## src/rtl/led_status_pkg.sv

```systemverilog
// Shared types and defaults for the front-panel LED status controller.
package led_status_pkg;

  typedef enum logic [1:0] {
    ST_IDLE  = 2'd0,
    ST_READY = 2'd1,
    ST_VEND  = 2'd2,
    ST_DENY  = 2'd3
  } led_state_e;

  localparam int          DEF_TICK_DIV    = 50000;
  localparam int          DEF_SLOW_TICKS  = 500;
  localparam int          DEF_FAST_TICKS  = 125;
  localparam int          DEF_VEND_HALVES = 6;
  localparam int          DEF_DENY_HALVES = 4;
  localparam logic [15:0] DEF_PRICE       = 16'h0300;

  localparam int KEY_VEND   = 3;
  localparam int KEY_CANCEL = 0;

  function automatic int max_int(input int a, input int b);
    return (a > b) ? a : b;
  endfunction

endpackage

```

## src/rtl/led_tick_gen.sv

```systemverilog
// Free-running prescaler: one-cycle tick every TICK_DIV sclk cycles.
module led_tick_gen #(
  parameter int TICK_DIV = 50000
) (
  input  logic sclk,
  input  logic rst_n,
  output logic tick
);

  localparam int CW = (TICK_DIV > 1) ? $clog2(TICK_DIV) : 1;
  localparam logic [CW-1:0] LAST = CW'(TICK_DIV - 1);

  logic [CW-1:0] cnt_q;

  assign tick = (cnt_q == LAST);

  always_ff @(posedge sclk or negedge rst_n) begin
    if (!rst_n) begin
      cnt_q <= '0;
    end else if (tick) begin
      cnt_q <= '0;
    end else begin
      cnt_q <= cnt_q + CW'(1);
    end
  end

endmodule

```

## src/rtl/led_status_ctrl.sv

```systemverilog
// Credit-vs-price LED controller: idle chaser, steady ready, timed vend/deny flashes.
module led_status_ctrl
  import led_status_pkg::*;
#(
  parameter int          N_LED       = 4,
  parameter int          TICK_DIV    = DEF_TICK_DIV,
  parameter int          SLOW_TICKS  = DEF_SLOW_TICKS,
  parameter int          FAST_TICKS  = DEF_FAST_TICKS,
  parameter int          VEND_HALVES = DEF_VEND_HALVES,
  parameter int          DENY_HALVES = DEF_DENY_HALVES,
  parameter logic [15:0] PRICE       = DEF_PRICE,
  parameter bit          IDLE_CHASE  = 1'b1
) (
  input  logic             sclk,
  input  logic             rst_n,
  input  logic [3:0]       flag_key,
  input  logic [23:0]      rNum,
  output logic [N_LED-1:0] led,
  output logic             busy
);

  localparam int HALF_MAX   = max_int(SLOW_TICKS, FAST_TICKS);
  localparam int TW         = (HALF_MAX > 1) ? $clog2(HALF_MAX) : 1;
  localparam int HALVES_MAX = max_int(VEND_HALVES, DENY_HALVES);
  localparam int HW         = (HALVES_MAX > 1) ? $clog2(HALVES_MAX) : 1;
  localparam int CW         = (SLOW_TICKS > 1) ? $clog2(SLOW_TICKS) : 1;

  localparam logic [TW-1:0] SLOW_LAST = TW'(SLOW_TICKS - 1);
  localparam logic [TW-1:0] FAST_LAST = TW'(FAST_TICKS - 1);
  localparam logic [HW-1:0] VEND_LAST = HW'(VEND_HALVES - 1);
  localparam logic [HW-1:0] DENY_LAST = HW'(DENY_HALVES - 1);
  localparam logic [CW-1:0] CHASE_LAST = CW'(SLOW_TICKS - 1);

  function automatic logic [N_LED-1:0] even_mask();
    logic [N_LED-1:0] m;
    m = '0;
    for (int i = 0; i < N_LED; i += 2) m[i] = 1'b1;
    return m;
  endfunction

  localparam logic [N_LED-1:0] EVEN_LEDS = even_mask();

  logic tick;
  logic ready;

  led_state_e       state_q, state_d, exit_st;
  logic [TW-1:0]    tcnt_q, tcnt_d, half_last;
  logic [HW-1:0]    halves_q, halves_d, halves_last;
  logic             phase_q, phase_d;
  logic [N_LED-1:0] chase_q, chase_d;
  logic [CW-1:0]    ccnt_q, ccnt_d;
  logic [N_LED-1:0] led_d;
  logic             busy_d;

  led_tick_gen #(.TICK_DIV(TICK_DIV)) u_tick (
    .sclk  (sclk),
    .rst_n (rst_n),
    .tick  (tick)
  );

  // Both operands are legal BCD, so a binary compare orders them correctly.
  assign ready = (rNum[23:8] >= PRICE);

  // Chaser runs in every state so IDLE resumes wherever it happens to be.
  always_comb begin
    chase_d = chase_q;
    ccnt_d  = ccnt_q;
    if (tick) begin
      if (ccnt_q == CHASE_LAST) begin
        ccnt_d  = '0;
        chase_d = {chase_q[N_LED-2:0], chase_q[N_LED-1]};
      end else begin
        ccnt_d = ccnt_q + CW'(1);
      end
    end
  end

  always_comb begin
    state_d     = state_q;
    tcnt_d      = tcnt_q;
    halves_d    = halves_q;
    phase_d     = phase_q;
    exit_st     = ready ? ST_READY : ST_IDLE;
    half_last   = (state_q == ST_VEND) ? FAST_LAST : SLOW_LAST;
    halves_last = (state_q == ST_VEND) ? VEND_LAST : DENY_LAST;

    case (state_q)
      ST_IDLE: begin
        if (ready) begin
          state_d = ST_READY;
        end else if (flag_key[KEY_VEND]) begin
          state_d  = ST_DENY;
          tcnt_d   = '0;
          halves_d = '0;
          phase_d  = 1'b1;
        end
      end
      ST_READY: begin
        if (flag_key[KEY_VEND]) begin
          state_d  = ST_VEND;
          tcnt_d   = '0;
          halves_d = '0;
          phase_d  = 1'b1;
        end else if (!ready) begin
          state_d = ST_IDLE;
        end
      end
      ST_VEND, ST_DENY: begin
        // Cancel beats everything; a repeated vend key is deliberately ignored.
        if (flag_key[KEY_CANCEL]) begin
          state_d = exit_st;
        end else if (tick) begin
          if (tcnt_q == half_last) begin
            tcnt_d  = '0;
            phase_d = ~phase_q;
            if (halves_q == halves_last) begin
              state_d = exit_st;
            end else begin
              halves_d = halves_q + HW'(1);
            end
          end else begin
            tcnt_d = tcnt_q + TW'(1);
          end
        end
      end
      default: state_d = ST_IDLE;
    endcase

    case (state_d)
      ST_IDLE:  led_d = IDLE_CHASE ? chase_d : '0;
      ST_READY: led_d = '1;
      ST_VEND:  led_d = phase_d ? '1 : '0;
      ST_DENY:  led_d = phase_d ? EVEN_LEDS : ~EVEN_LEDS;
      default:  led_d = '0;
    endcase
    busy_d = (state_d == ST_VEND) || (state_d == ST_DENY);
  end

  always_ff @(posedge sclk or negedge rst_n) begin
    if (!rst_n) begin
      state_q  <= ST_IDLE;
      tcnt_q   <= '0;
      halves_q <= '0;
      phase_q  <= 1'b0;
      chase_q  <= N_LED'(1);
      ccnt_q   <= '0;
      led      <= '0;
      busy     <= 1'b0;
    end else begin
      state_q  <= state_d;
      tcnt_q   <= tcnt_d;
      halves_q <= halves_d;
      phase_q  <= phase_d;
      chase_q  <= chase_d;
      ccnt_q   <= ccnt_d;
      led      <= led_d;
      busy     <= busy_d;
    end
  end

endmodule

```

## config.mk

```make
export PLATFORM = sky130hd
export DESIGN_NAME = led_status_ctrl
export DESIGN_NICKNAME = d
export VERILOG_FILES = /design/src/rtl/led_status_pkg.sv /design/src/rtl/led_tick_gen.sv /design/src/rtl/led_status_ctrl.sv
export SDC_FILE = /design/constraint.sdc
export NUM_CORES = 1
export LEC_CHECK = 0
export CORE_MARGIN = 2
export CORE_UTILIZATION = 40
export DETAILED_ROUTE_END_ITERATION = 7
export GPL_ROUTABILITY_DRIVEN = 0
export MAX_ROUTING_LAYER = met4
export PLACE_DENSITY = 0.66
export SYNTH_ARGS = -nofsm -noshare
export SYNTH_HDL_FRONTEND = slang
export SYNTH_SLANG_ARGS = --single-unit
```

## constraint.sdc

```tcl
create_clock -name sclk -period 2.61 [get_ports sclk]
set_input_delay 0.522 -clock sclk [delete_from_list [all_inputs] [get_ports sclk]]
set_output_delay 0.522 -clock sclk [all_outputs]
set_load 0.02 [all_outputs]
```

**Word-level counts from Yosys, hierarchy flattened**

Index checks and enable logic that the tools add are counted.

- Register bits: 49
- Input port bits: 30
- Output and inout bits: 5

- Add/subtract/negate cells: 4
- Magnitude comparators: 1
- Eq/ne operators: 15
- Muxes and demuxes: 38
- Bitwise logic cells: 1
- Reductions and logical operators: 6

Operators with widths:

| cell | count |
|---|---|
| $mux 9 | 7 |
| $pmux 9 s3 | 1 |
| $mux 3 | 7 |
| $add 9x1->9 const B | 2 |
| $add 16x1->16 const B | 1 |
| $eq 16x16->1 const B | 1 |
| $ge 16x10->1 const B | 1 |
| $mux 16 | 1 |
| $mux 2 | 8 |
| $mux 4 | 4 |
| $pmux 4 s4 | 1 |
| $ne 2x2->1 const B | 5 |
| $eq 9x9->1 | 1 |
| $eq 9x9->1 const B | 1 |
| $pmux 3 s3 | 1 |
| $eq 2x2->1 const B | 4 |
| $mux 1 | 6 |
| $pmux 2 s3 | 1 |
| $reduce_and 5->1 | 1 |
| $eq 2x1->1 const B | 2 |
| $logic_not 2->1 | 2 |
| $add 3x1->3 const B | 1 |
| $eq 3x3->1 | 1 |
| $pmux 1 s3 | 1 |
| other kinds (4) | 4 |

**Longest topological paths before layout**

- Depth after elaboration: 10
- Gate-level depth with buffers: 8

**Hierarchy**

Synthesis repeated with hierarchy kept, for this count alone.

- Cell total of the unflattened synthesis: 250
- Area, all modules: 2597.5 µm²

By module, submodules not included:

| module | times used | cells an instance | area each (µm²) | seq. area each (µm²) |
|---|---|---|---|---|
| led_status_ctrl | 1 | 183 | 1835.5 | 827.0 |
| led_tick_gen | 1 | 67 | 762.0 | 400.4 |

**Worst setup path before layout**

OpenSTA, ideal clock, no wires.

- Kind: register -> register
- Start: register u_tick.cnt_q[0]
- End: register halves_q[1]
- Arrival: 2.062 ns
- Required time: 2.531 ns
- Path slack: 0.469 ns
- Cell stages (with the launch flop): 9
- Path through: dfrtp_1 -> ha_1 -> and3_2 -> and4_1 -> clkbuf_1 -> a22oi_1 -> a21oi_2 -> a21oi_1 -> mux2i_1

- Cells in the longest elaborated chain, start to end: 3

RTL lines:

| item | line | source |
|---|---|---|
| from (decl) | led_tick_gen.sv:13 | `logic [CW-1:0] cnt_q;` |
| from (signal assigned) | led_tick_gen.sv:23 | `cnt_q <= cnt_q + CW'(1);` |
| $eq 16x16->1 | led_tick_gen.sv:15 | `assign tick = (cnt_q == LAST);` |
| $ne 2x2->1 (no line) | -- |  |
| $reduce_and 5->1 (no line) | -- |  |
| to (signal assigned) | led_status_ctrl.sv:152 | `halves_q <= halves_d;` |
| to (decl) | led_status_ctrl.sv:48 | `logic [HW-1:0] halves_q, halves_d, halves_last;` |

Every way passes these cells.
A chain may end at the register's enable or synchronous reset.

**Worst setup path after layout**

- Start: register u_tick.cnt_q[0]
- End: register led[1]

- Cells in the longest elaborated chain, start to end: 6

RTL lines:

| item | line | source |
|---|---|---|
| $eq 16x16->1 * | led_tick_gen.sv:15 |  |
| $mux 1 * | led_status_ctrl.sv:112 | `end else if (tick) begin` |
| $mux 1 * | led_status_ctrl.sv:110 | `if (flag_key[KEY_CANCEL]) begin` |
| $pmux 1 s3 * | led_status_ctrl.sv:87 | `case (state_q)` |
| named net phase_d | led_status_ctrl.sv:49 | `logic phase_q, phase_d;` |
| $mux 4 (on tied branches) | led_status_ctrl.sv:133, led_status_ctrl.sv:132 |  |
| $pmux 4 s4 * | led_status_ctrl.sv:129 | `case (state_d)` |
| named net led_d[1] | led_status_ctrl.sv:52 | `logic [N_LED-1:0] led_d;` |
| to (signal assigned) | led_status_ctrl.sv:156 | `led <= led_d;` |
| to (decl) | led_status_ctrl.sv:18 | `output logic [N_LED-1:0] led,` |

The timed path passes the listed nets; every way through them passes the cells marked *.

==> flow_summary_export.csv <==
group,metric,value,unit
worst_setup_path,r2r_end,"led[1]",
timing,period_minus_slack,2.33,ns
route,via_per_inst,5.41,
logic_synthesis,syn-instance-count,240,
logic_synthesis,yosysUniqueCellTypes,45,
final_layout,fillers,564,
power_and_ir_drop,p_leak,1.28,nW
worst_setup_path,rr_worst_depth,7,
timing,skew,0.00589,ns
flow_run,timing.max_cap.violations,0,
clocking,postCtsSetupBuffers,0,
clocking,cts_sinks,49,
route,drc,0,
timing,min_period_over_period,0.893,
worst_setup_path,critPathMaxFanout,10,
place,io_buffers,16,
worst_setup_path,worstPathRequired,2.83,ns
floorplanning,io_pins,35,
floorplanning,core_area,5920,µm²
floorplanning,start_util,0.414,
logic_synthesis,yosysTopAreaCell,"dfrtp_1",
final_layout,synthToLayoutAreaGrowth,16.2,%
logic_synthesis,synth_area,2450,µm²
final_layout,finalNonFillerCells,345,
floorplanning,die_width,82.3,µm
logic_synthesis,ys_ff_latch,49,
final_layout,n_antenna_cell,0,
clocking,cts_hold_buf,0,
timing,final.setup.tns,0,ns
floorplanning,rows,28,
global_route,antenna_found_initial,0,
timing,hold_ws,0.219,ns
logic_synthesis,synth_area_leaders,"dfrtp_1 (49%), xor2_1 (6.8%), nand2_1 (4.1%)",
final_layout,drive_gt1_frac,0.107,
final_layout,fin_nets,303,
logic_synthesis,syn_area_per_cell,10.2,µm²
clocking,cts-resized-gates,0,
route,drt_iter0_markers,108,
place,dp_cells,337,
status,run_status,"finished clean",
place,placed_cell_area,2770,µm²
logic_synthesis,mappedNetlistNets,274,
clocking,clockBufferDepth,2,
worst_setup_path,r2r_setup_slack,0.28,ns
timing,hold_viol_final,0,
global_route,grt_max_degree,27,
clocking,root_buffer,"clkbuf_8",
worst_setup_path,cp-start-kind,"flip-flop",
worst_setup_path,worstSetupEndpointType,"flip-flop",
route,drt_wl_total,4.56,mm
route,drtAntennaViolNets,0,
floorplanning,dieArea,6770,µm²
clocking,clkLatencyLatePin,0.30,ns
floorplanning,die_h,82.3,µm
clocking,tritoncts,"built",
final_layout,stdcell_area,2850,µm²
timing,max_freq,429,MHz
worst_setup_path,worst_ep_arrival_time,2.55,ns
route,wl_per_cell,13.2,µm
logic_synthesis,synth_top_area_frac,0.490,
clocking,cts_made_buffers,5,
place,hpwl,3.33,mm
global_route,overflow,0,
timing,worst_pin_slew,0.713,ns
min_path,hp-class,"in2async",
worst_setup_path,reg2reg_from,"u_tick.cnt_q[0]",
timing,slew_violations,0,
logic_synthesis,seq_area_frac_synth,0.501,
global_route,grt_use_total,0.160,
logic_synthesis,yosys_warnings,0,
power_and_ir_drop,peakVddDrop,0.345,mV
clocking,htree_levels,2,
power_and_ir_drop,p_per_area,639,nW/µm²
timing,slew_headroom,0.519,
clocking,clkTransAtPathRegs,0.09,ns
timing,rsz0062_at_grt,"false",
route,vias,1866,
timing,setup_viol,0,
global_route,grt_first_pass_wirelength,8.02,mm
power_and_ir_drop,totalPowerFinal,1.82,mW
route,dr.pass1.iters,4,
global_route,grt_pass1_vias,1790,
worst_setup_path,critPathKind,"reg2reg",
[cells in the final DEF, fill, tap and decap left out, types with 5 or more instances in the layout]
| cell type | synthesis | layout |
|---|---|---|
| nand2_1 | 27 | 27 |
| xnor2_1 | 6 | 6 |
| nand4_1 | 10 | 10 |
| buf_4 | 0 | 7 |
| nand3_1 | 13 | 13 |
| inv_1 | 8 | 8 |
| a21oi_1 | 11 | 11 |
| mux2i_1 | 6 | 6 |
| dfrtp_1 | 48 | 48 |
| nor2_1 | 26 | 26 |
| xor2_1 | 19 | 19 |
| clkbuf_8 | 0 | 5 |
| o21ai_0 | 11 | 11 |
| clkdlybuf4s50_1 | 0 | 15 |
[stage by stage]
stage / utilization / setup WS [ns]
3_3_place_gp: 0.467 / 0.150
5_1_grt: 0.481 / 0.115
4_1_cts: 0.481 / 0.272
2_1_floorplan: - / 0.469
6_report: 0.481 / 0.280
3_5_place_dp: 0.467 / 0.158
[metal layers]
layer | global-route usage | part of all wire | up-vias
met5 | - | 0 | -
met4 | 0.0600 | 0.013 | 0
met3 | 0.0359 | 0.026 | 4
met2 | 0.248 | 0.47 | 28
met1 | 0.205 | 0.49 | 919
li1 | - | - | 915
[synthesized netlist by cell type, drive strengths merged]
master   count
dfrtp       48
nand2       27
nor2        27
xor2        19
nand3       13
a21oi       12
nand4       11
o21ai       11
inv          8
and3         6
mux2i        6
xnor2        6
ha           4
a21o         3
a31oi        3
and4         3
and4bb       3
nor4         3
o31ai        3
a2111oi      2
a32oi        2
clkbuf       2
nor3         2
a211oi       1
a22oi        1
and2         1
and2b        1
dfstp        1
nand3b       1
nand4b       1
nor2b        1
nor4b        1
o2111ai      1
o211a        1
o22ai        1
o31a         1
or2b         1
or3          1
or4          1
[where the power goes]
part | internal [mW] | switching, mW | total, mW
clock | 0.190 | 0.241 | 0.431
sequential | 0.828 | 0.0647 | 0.893
combinational | 0.228 | 0.268 | 0.497
[how the worst max path moves through the flow]
stage	startpoint	end	slack (ns)	cells after the start
after floorplan	u_tick.cnt_q[0]	halves_q[1]	0.47	8
final	u_tick.cnt_q[0]	led[1]	0.28	7
after global placement	flag_key[0]	led[1]	0.15	6
after CTS	u_tick.cnt_q[0]	led[1]	0.27	7
after global routing	u_tick.cnt_q[0]	led[3]	0.12	7
after detailed placement	flag_key[0]	led[1]	0.16	6
[cell type report]
| cell class | count | area [µm²] | area share |
|---|---|---|---|
| repair buffers | 24 | 228 | 0.0799 |
| clock buffers | 7 | 76.3 | 0.0268 |
| clock inverters | 1 | 7.51 | 0.00263 |
| inverters | 8 | 30.0 | 0.0105 |
| well taps | 75 | 93.8 | 0.0329 |
| flip-flops and latches | 49 | 1230 | 0.431 |
| multi-input cells | 181 | 1190 | 0.417 |
[flip-flops by register name (all words and copies together), names as in the netlist]
name / cells
ccnt_q: 9
u_tick.cnt_q: 16
chase_q: 4
halves_q: 3
tcnt_q: 9
led: 4
busy: 1
phase_q: 1
state_q: 2
[critical path, cell delays in order, from the launching register on]
cell,delay (ns)
dfrtp_1,0.42
ha_1,0.25
and3_2,0.26
nand4_4,0.22
a2111oi_2,0.33
mux2i_1,0.17
or3_1,0.41
a32oi_1,0.20
[kinds of logic (layout without fill, tap and decap cells)]
logic type               count (synthesis)  count (layout)  synth area share
XOR/XNOR                                25              25            0.0893
multiplexers                             6               6            0.0245
adder cells (fa/ha/maj)                  4               4            0.0204
buffers and inverters                   10              40            0.0153
flip-flops                              49              49             0.501
AO/OA/AOI/OAI                           42              42             0.115
AND/OR/NAND/NOR                        104             104             0.235
Note: power is estimated with default switching activity, not from simulation.
